[config.mk]
export PLATFORM = sky130hd
export DESIGN_NAME = rgb565_grey_bram_loader
export DESIGN_NICKNAME = d
export VERILOG_FILES = /design/src/rtl/rgb565_grey_bram_loader.sv
export SDC_FILE = /design/constraint.sdc
export NUM_CORES = 1
export LEC_CHECK = 0
export CORE_AREA = 2 2 159 161
export DETAILED_ROUTE_END_ITERATION = 7
export DIE_AREA = 0 0 161 163
export DONT_BUFFER_PORTS = 1
export PLACE_DENSITY = 0.69
export SYNTH_ARGS = -nofsm -noshare
export SYNTH_HDL_FRONTEND = slang
export SYNTH_SLANG_ARGS = --single-unit
[constraint.sdc]
create_clock -name clk -period 7.35 [get_ports clk]
set_clock_uncertainty 0.15 [all_clocks]
set_input_delay 1.1025 -clock clk [delete_from_list [all_inputs] [get_ports clk]]
set_output_delay 1.1025 -clock clk [all_outputs]
set_load 0.005 [all_outputs]
[src/rtl/rgb565_grey_bram_loader.sv]
// rgb565_grey_bram_loader
// Streams RGB565 pixel pairs from a 32-bit read FIFO, converts each pixel to
// 8-bit grey and writes the results into a 32-bit BRAM at consecutive word
// addresses starting from a base sampled on start. One frame per start pulse.
//
// Pipeline (read accepted at edge N):
//   N   : rd_vld_q set, FIFO presents data during N..N+1
//   N+1 : raw FIFO word captured into cap_q
//   N+2 : grey values computed from cap_q and registered onto the BRAM port
module rgb565_grey_bram_loader #(
    parameter int ADDR_W      = 32,
    parameter int FRAME_WORDS = 38400,
    parameter int PACK        = 0,
    parameter int GREY_MODE   = 0
) (
    input  logic              clk,
    input  logic              rst,
    input  logic              start,
    input  logic              abort,
    input  logic [ADDR_W-1:0] base_addr,
    output logic              fifo_rd_en,
    input  logic [31:0]       fifo_dout,
    input  logic              fifo_empty,
    output logic              bram_clk,
    output logic              bram_en,
    output logic [3:0]        bram_we,
    output logic [ADDR_W-1:0] bram_addr,
    output logic [31:0]       bram_din,
    output logic              busy,
    output logic              frame_done
);

    // Writes per frame: packed mode merges two FIFO words into one BRAM word.
    localparam int TOTAL_WR = (PACK != 0) ? (FRAME_WORDS / 2) : FRAME_WORDS;
    localparam int CNT_W    = $clog2(FRAME_WORDS + 1);

    typedef enum logic [1:0] {
        S_IDLE,
        S_RUN,
        S_DONE
    } state_t;

    // Convert one RGB565 pixel to 8-bit grey.
    // The average divides by 3 as (sum * 683) >> 11: the reciprocal error is
    // below 0.125 over 0..765, so the floor is exact for every input.
    function automatic logic [7:0] grey_of(input logic [15:0] p);
        logic [7:0]  r8;
        logic [7:0]  g8;
        logic [7:0]  b8;
        logic [9:0]  sum;
        logic [19:0] prod;
        logic [15:0] wsum;
        r8   = {p[15:11], p[15:13]};
        g8   = {p[10:5], p[10:9]};
        b8   = {p[4:0], p[4:2]};
        sum  = {2'b00, r8} + {2'b00, g8} + {2'b00, b8};
        prod = {10'd0, sum} * 20'd683;
        // Luma weights sum to 256, so the largest total (65280) fits 16 bits.
        wsum = 16'd77 * {8'd0, r8} + 16'd150 * {8'd0, g8} + 16'd29 * {8'd0, b8};
        if (GREY_MODE == 1) begin
            grey_of = 8'(wsum >> 8);
        end else begin
            grey_of = 8'(prod >> 11);
        end
    endfunction

    state_t            state_q, state_d;
    logic [CNT_W-1:0]  rd_cnt_q, rd_cnt_d;
    logic [CNT_W-1:0]  wr_cnt_q, wr_cnt_d;
    logic              rd_vld_q, rd_vld_d;
    logic              cap_vld_q, cap_vld_d;
    logic [31:0]       cap_q, cap_d;
    logic              half_vld_q, half_vld_d;
    logic [15:0]       half_q, half_d;
    logic [ADDR_W-1:0] next_addr_q, next_addr_d;
    logic              wr_last_q, wr_last_d;
    logic              bram_en_q, bram_en_d;
    logic [3:0]        bram_we_q, bram_we_d;
    logic [ADDR_W-1:0] bram_addr_q, bram_addr_d;
    logic [31:0]       bram_din_q, bram_din_d;
    logic              busy_q, busy_d;
    logic              frame_done_q, frame_done_d;

    logic [7:0]        g_lo;
    logic [7:0]        g_hi;
    logic              wr_fire;
    logic [31:0]       wr_data;

    assign bram_clk   = clk;
    assign bram_en    = bram_en_q;
    assign bram_we    = bram_we_q;
    assign bram_addr  = bram_addr_q;
    assign bram_din   = bram_din_q;
    assign busy       = busy_q;
    assign frame_done = frame_done_q;

    // Next-state logic: frame control, read issue, capture, grey packing.
    always_comb begin
        // NOTE: every signal gets a default before the case so no path leaves
        // it unassigned; a missing default here would infer a latch.
        state_d      = state_q;
        rd_cnt_d     = rd_cnt_q;
        wr_cnt_d     = wr_cnt_q;
        rd_vld_d     = 1'b0;
        cap_vld_d    = 1'b0;
        cap_d        = cap_q;
        half_vld_d   = half_vld_q;
        half_d       = half_q;
        next_addr_d  = next_addr_q;
        wr_last_d    = 1'b0;
        bram_en_d    = 1'b0;
        bram_we_d    = 4'h0;
        bram_addr_d  = bram_addr_q;
        bram_din_d   = bram_din_q;
        wr_fire      = 1'b0;
        wr_data      = 32'h0;

        g_lo = grey_of(cap_q[15:0]);
        g_hi = grey_of(cap_q[31:16]);

        // Reads stop once the frame's quota has been issued.
        fifo_rd_en = (state_q == S_RUN) && !fifo_empty &&
                     (rd_cnt_q < CNT_W'(FRAME_WORDS));

        case (state_q)
            S_IDLE: begin
                if (start) begin
                    state_d     = S_RUN;
                    next_addr_d = base_addr;
                    rd_cnt_d    = '0;
                    wr_cnt_d    = '0;
                    half_vld_d  = 1'b0;
                    half_d      = 16'h0;
                end
            end

            S_RUN: begin
                if (abort) begin
                    // In-flight reads, the captured word and any held
                    // half-pair are dropped; no write is registered.
                    state_d    = S_IDLE;
                    half_vld_d = 1'b0;
                    half_d     = 16'h0;
                end else begin
                    if (fifo_rd_en) begin
                        rd_cnt_d = rd_cnt_q + CNT_W'(1);
                    end
                    rd_vld_d  = fifo_rd_en;
                    cap_vld_d = rd_vld_q;
                    if (rd_vld_q) begin
                        cap_d = fifo_dout;
                    end

                    if (cap_vld_q) begin
                        if (PACK != 0) begin
                            if (half_vld_q) begin
                                wr_fire    = 1'b1;
                                wr_data    = {g_hi, g_lo, half_q};
                                half_vld_d = 1'b0;
                            end else begin
                                half_d     = {g_hi, g_lo};
                                half_vld_d = 1'b1;
                            end
                        end else begin
                            wr_fire = 1'b1;
                            wr_data = {8'h00, g_hi, 8'h00, g_lo};
                        end
                    end

                    if (wr_fire) begin
                        bram_en_d   = 1'b1;
                        bram_we_d   = 4'hF;
                        bram_addr_d = next_addr_q;
                        bram_din_d  = wr_data;
                        next_addr_d = next_addr_q + ADDR_W'(1);
                        wr_cnt_d    = wr_cnt_q + CNT_W'(1);
                        wr_last_d   = (wr_cnt_q == CNT_W'(TOTAL_WR - 1));
                    end

                    // The final write is on the port this cycle; done follows.
                    if (wr_last_q) begin
                        state_d = S_DONE;
                    end
                end
            end

            S_DONE: begin
                state_d = S_IDLE;
            end

            default: begin
                state_d = S_IDLE;
            end
        endcase

        busy_d       = (state_d != S_IDLE);
        frame_done_d = (state_d == S_DONE);
    end

    // State and registered outputs, synchronous active-high reset.
    always_ff @(posedge clk) begin
        // NOTE: sequential state uses non-blocking assignment so every flop
        // samples the pre-edge value of the others regardless of order.
        if (rst) begin
            state_q      <= S_IDLE;
            rd_cnt_q     <= '0;
            wr_cnt_q     <= '0;
            rd_vld_q     <= 1'b0;
            cap_vld_q    <= 1'b0;
            cap_q        <= 32'h0;
            half_vld_q   <= 1'b0;
            half_q       <= 16'h0;
            next_addr_q  <= '0;
            wr_last_q    <= 1'b0;
            bram_en_q    <= 1'b0;
            bram_we_q    <= 4'h0;
            bram_addr_q  <= '0;
            bram_din_q   <= 32'h0;
            busy_q       <= 1'b0;
            frame_done_q <= 1'b0;
        end else begin
            state_q      <= state_d;
            rd_cnt_q     <= rd_cnt_d;
            wr_cnt_q     <= wr_cnt_d;
            rd_vld_q     <= rd_vld_d;
            cap_vld_q    <= cap_vld_d;
            cap_q        <= cap_d;
            half_vld_q   <= half_vld_d;
            half_q       <= half_d;
            next_addr_q  <= next_addr_d;
            wr_last_q    <= wr_last_d;
            bram_en_q    <= bram_en_d;
            bram_we_q    <= bram_we_d;
            bram_addr_q  <= bram_addr_d;
            bram_din_q   <= bram_din_d;
            busy_q       <= busy_d;
            frame_done_q <= frame_done_d;
        end
    end

endmodule

==> flow_summary_export.csv <==
group,metric,value,unit
power,power,1860,µW
route,drtAntennaViolNets,0,
power,switchingPower,495,µW
floorplan,dieArea,26200,µm²
clock_network,ctsHoldBuffers,0,
placed_design,dp.cells,1568,
timing,rsz0062_at_grt,"no",
setup_path,worstPathRequired,7.57,ns
yosys,synth.distinct_cells,66,
power,p_leak,0.00517,µW
clock_network,cts_root_buf,"clkbuf_16",
route,post-route-drc-count,0,
clock_network,cts_htree_levels,4,
yosys,ys_seq_area_share,27.9,%
route,vias_per_cell,5.45,
outcome,outcome,"completed",
route,drt-initial-drc-count,450,
global_routing,first_global_vias,8533,
route,vias,8724,
finish,syn2layout_area_growth,6.87,%
yosys,yosys_register_bits,152,
setup_path,cp-start-kind,"flop",
clock_network,clkTransAtPathRegs,0.07,ns
yosys,synthFlopType,"dfxtp_1",
route,drt-total-wl,26000,µm
placed_design,place_hpwl,19300,µm
timing,max_freq,0.148,GHz
clock_network,cts_made_buffers,17,
global_routing,overflow,0,
floorplan,chipHeight,163,µm
power,switching_share,26.5,%
clock_network,cts-resized-gates,0,
yosys,synth_edf_count,0,
setup_path,end_kind,"flop",
floorplan,rows,58,
global_routing,gr-usage-all-layers,20.5,%
setup_path,r2r_cells,27,
power,pwr-share-comb,6.7,%
yosys,postSynthCellCount,1291,
placed_design,gp_congestion,0.854,
global_routing,grt_max_degree,122,
route,wl_per_cell,16.3,µm
flow_run,cap_violations,0,
clock_network,cts_sinks,152,
finish,final_cells,1600,
clock_network,cts_tree,"built",
timing,worst_pin_slew,1.12,ns
placed_design,port_buffers,0,
setup_path,cp-startpoint,"cap_q[19]",
timing,period_needed,6.74,ns
setup_path,worst-setup-path-type,"flop to flop",
setup_path,reg2reg_to,"bram_din[20]",
timing,tns,0,ns
global_routing,antenna_found_initial,0,
min_path,worstHoldPathType,"flop to flop",
yosys,syn_area,10900,µm²
min_path,hp-start,"cap_q[10]",
timing,drv_slew,0,
finish,fin_nets,1512,
power,p_int,1370,µW
setup_path,arrival,6.97,ns
yosys,synthArstFlopShare,0,%
floorplan,ios,142,
setup_path,worstReg2RegStart,"cap_q[19]",
timing,fin_crit_sh,91.8,%
clock_network,ctsLongestPathBuffers,2,
power,seqPwrFrac,46.8,%
finish,fillers,2399,
yosys,ys_warn_count,0,
finish,drive_gt1_share,4.49,%
timing,slew_headroom,25.3,%
yosys,syn_avg_cell_area,8.44,µm²
clock_network,clk_latency,0.43,ns
floorplan,core-area,24700,µm²
power,p_clk_share,46.5,%
power,vdd_ir_drop_max,0.137,mV
route,drtPass1Iterations,5,
setup_path,path_max_fanout,6,
setup_path,worstSetupEndpoint,"bram_din[20]",
finish,diodes,0,
global_routing,grt_pass1_wl,43500,µm
clock_network,cts_setup_buffers,0,
timing,setup_viol,0,
timing,finalHoldViolCount,0,
floorplan,initial_core_util,44.1,%
setup_path,r2r_slack,0.61,ns
floorplan,die_w,161,µm
power,powerDensity,160,nW/µm²
-- how the worst min path moves through the flow --
| stage | cells after the start | endpoint |
|---|---|---|
| floorplan | 2 | rd_cnt_q[13] |
| global placement | 2 | cap_q[26] |
| detailed placement | 2 | cap_q[10] |
| CTS | 2 | cap_q[10] |
| global route | 2 | cap_q[10] |
| finish | 2 | cap_q[10] |
-- state kept, by name (all words and copies together), names as in the netlist --
name and cells:
wr_last_q 1, rd_cnt_q 16, frame_done 1, bram_we 1, wr_cnt_q 16, busy 1, rd_vld_q 1, next_addr_q 32
bram_din 16, bram_addr 32, cap_vld_q 1, state_q 2, cap_q 32
-- cells in the mapped netlist (4+ instances only) --
| cell type | instances | area, µm² |
|---|---|---|
| buf_4 | 21 | 158 |
| buf_2 | 5 | 25.0 |
| a21o_1 | 12 | 90.1 |
| nor4b_1 | 4 | 35.0 |
| o31ai_1 | 6 | 45.0 |
| o32ai_1 | 5 | 43.8 |
| ha_1 | 129 | 1610 |
| nand4_1 | 17 | 106 |
| inv_1 | 117 | 439 |
| a211oi_1 | 22 | 165 |
| clkbuf_1 | 41 | 154 |
| nand2_1 | 187 | 702 |
| a21boi_0 | 4 | 30.0 |
| o21bai_1 | 6 | 45.0 |
| a21oi_1 | 120 | 601 |
| buf_1 | 9 | 33.8 |
| nor2_1 | 78 | 293 |
| mux2i_1 | 4 | 40.0 |
| nor2b_1 | 7 | 43.8 |
| fa_1 | 57 | 1140 |
| o2111ai_1 | 5 | 43.8 |
| nand2b_1 | 10 | 62.6 |
| o22ai_1 | 7 | 43.8 |
| and4_1 | 4 | 35.0 |
| nand3b_1 | 9 | 67.6 |
| nand3_1 | 20 | 100 |
| o211ai_1 | 11 | 82.6 |
| and3_1 | 12 | 75.1 |
| nor3_1 | 18 | 90.1 |
| a31oi_1 | 6 | 37.5 |
| o21a_1 | 9 | 67.6 |
| xnor2_1 | 30 | 263 |
| nand4b_1 | 4 | 35.0 |
| o21ai_0 | 51 | 255 |
| or3_1 | 12 | 75.1 |
| xor2_1 | 31 | 272 |
| dfxtp_1 | 152 | 3040 |
| a311oi_1 | 4 | 35.0 |
| and2_1 | 5 | 31.3 |
-- per-stage QoR --
stage | cell area (µm²) | util (%) | setup WS, ns | hold WS, ns
after CTS | 11600 | 47.2 | 0.607 | 0.309
after global placement | 11100 | 44.9 | 0.783 | 0.292
final | 11600 | 47.2 | 0.606 | 0.306
after detailed placement | 11100 | 44.9 | 0.658 | 0.300
after floorplan | 10900 | - | 1.10 | 0.285
after global routing | 11600 | 47.2 | 0.121 | 0.318
-- kinds of logic after synthesis --
logic type,count (synthesis),synth area share [%]
mux,5,0.471
xor+xnor,62,5.05
compound gates,288,16.5
buf+inv,194,7.54
simple gates,403,17.2
other cells,1,0.0344
fa+ha+maj,186,25.3
flops,152,27.9
-- placed cells by master (no fill, tap or decap), drive strengths merged, types with 5 or more instances in the layout --
cell type / n
nor2b: 7
nand4: 17
a21oi: 120
inv: 124
a31oi: 6
o32ai: 5
nand3: 20
nand2b: 10
conb: 16
xor2: 32
xnor2: 30
o21a: 9
o22ai: 7
o2111ai: 5
ha: 129
a211oi: 22
a21o: 12
and2: 5
and3: 12
o211ai: 11
nor3: 19
clkbuf: 19
dfxtp: 152
o31ai: 6
buf: 9
nand3b: 9
nor2: 81
fa: 57
clkinvlp: 5
o21bai: 6
nand2: 187
or3: 12
o21ai: 51
-- critical path: stages, from the launching register on --
cell and delay, ns:
dfxtp_1 0.37, inv_1 0.08, fa_1 0.47, inv_1 0.07, ha_1 0.16, inv_1 0.05
fa_1 0.39, nor2b_1 0.16, o31a_1 0.18, o21a_1 0.12, nor2_1 0.04, xnor2_1 0.44
xnor2_1 0.20, ha_1 0.31, inv_1 0.05, fa_1 0.52, inv_1 0.05, fa_1 0.49
inv_1 0.05, fa_1 0.53, inv_1 0.04, ha_1 0.28, nand4_1 0.07, a211oi_1 0.54
o211a_1 0.29, nor3_1 0.07, or4_1 0.41, nand3_1 0.08
-- area by class of cell --
type                       count  area, µm²  area share, %
clock buffer                  19        433           3.72
timing repair buffer           9       67.6          0.580
clock inverter                13        136           1.17
sequential                   152       3040           26.1
inverter                     117        439           3.77
tap                          330        413           3.55
multi-input combinational    960       7110           61.1
-- power groups by stage --
stage	clock, µW	combinational, µW	sequential [µW]
after global placement	0	122	891
after floorplan	8.82	115	883
after global routing	922	142	876
after CTS	884	126	873
after detailed placement	0	125	891
final	866	125	873
-- routing by layer --
metal	up-vias	share of wire, %	GRT usage (%)
met5	-	0	0
met4	0	1.5	6.09
met3	23	6.4	5.53
met2	215	47	34.1
met1	4155	45	26.2
li1	4331	-	-
Power figures use the tool's default switching activity.
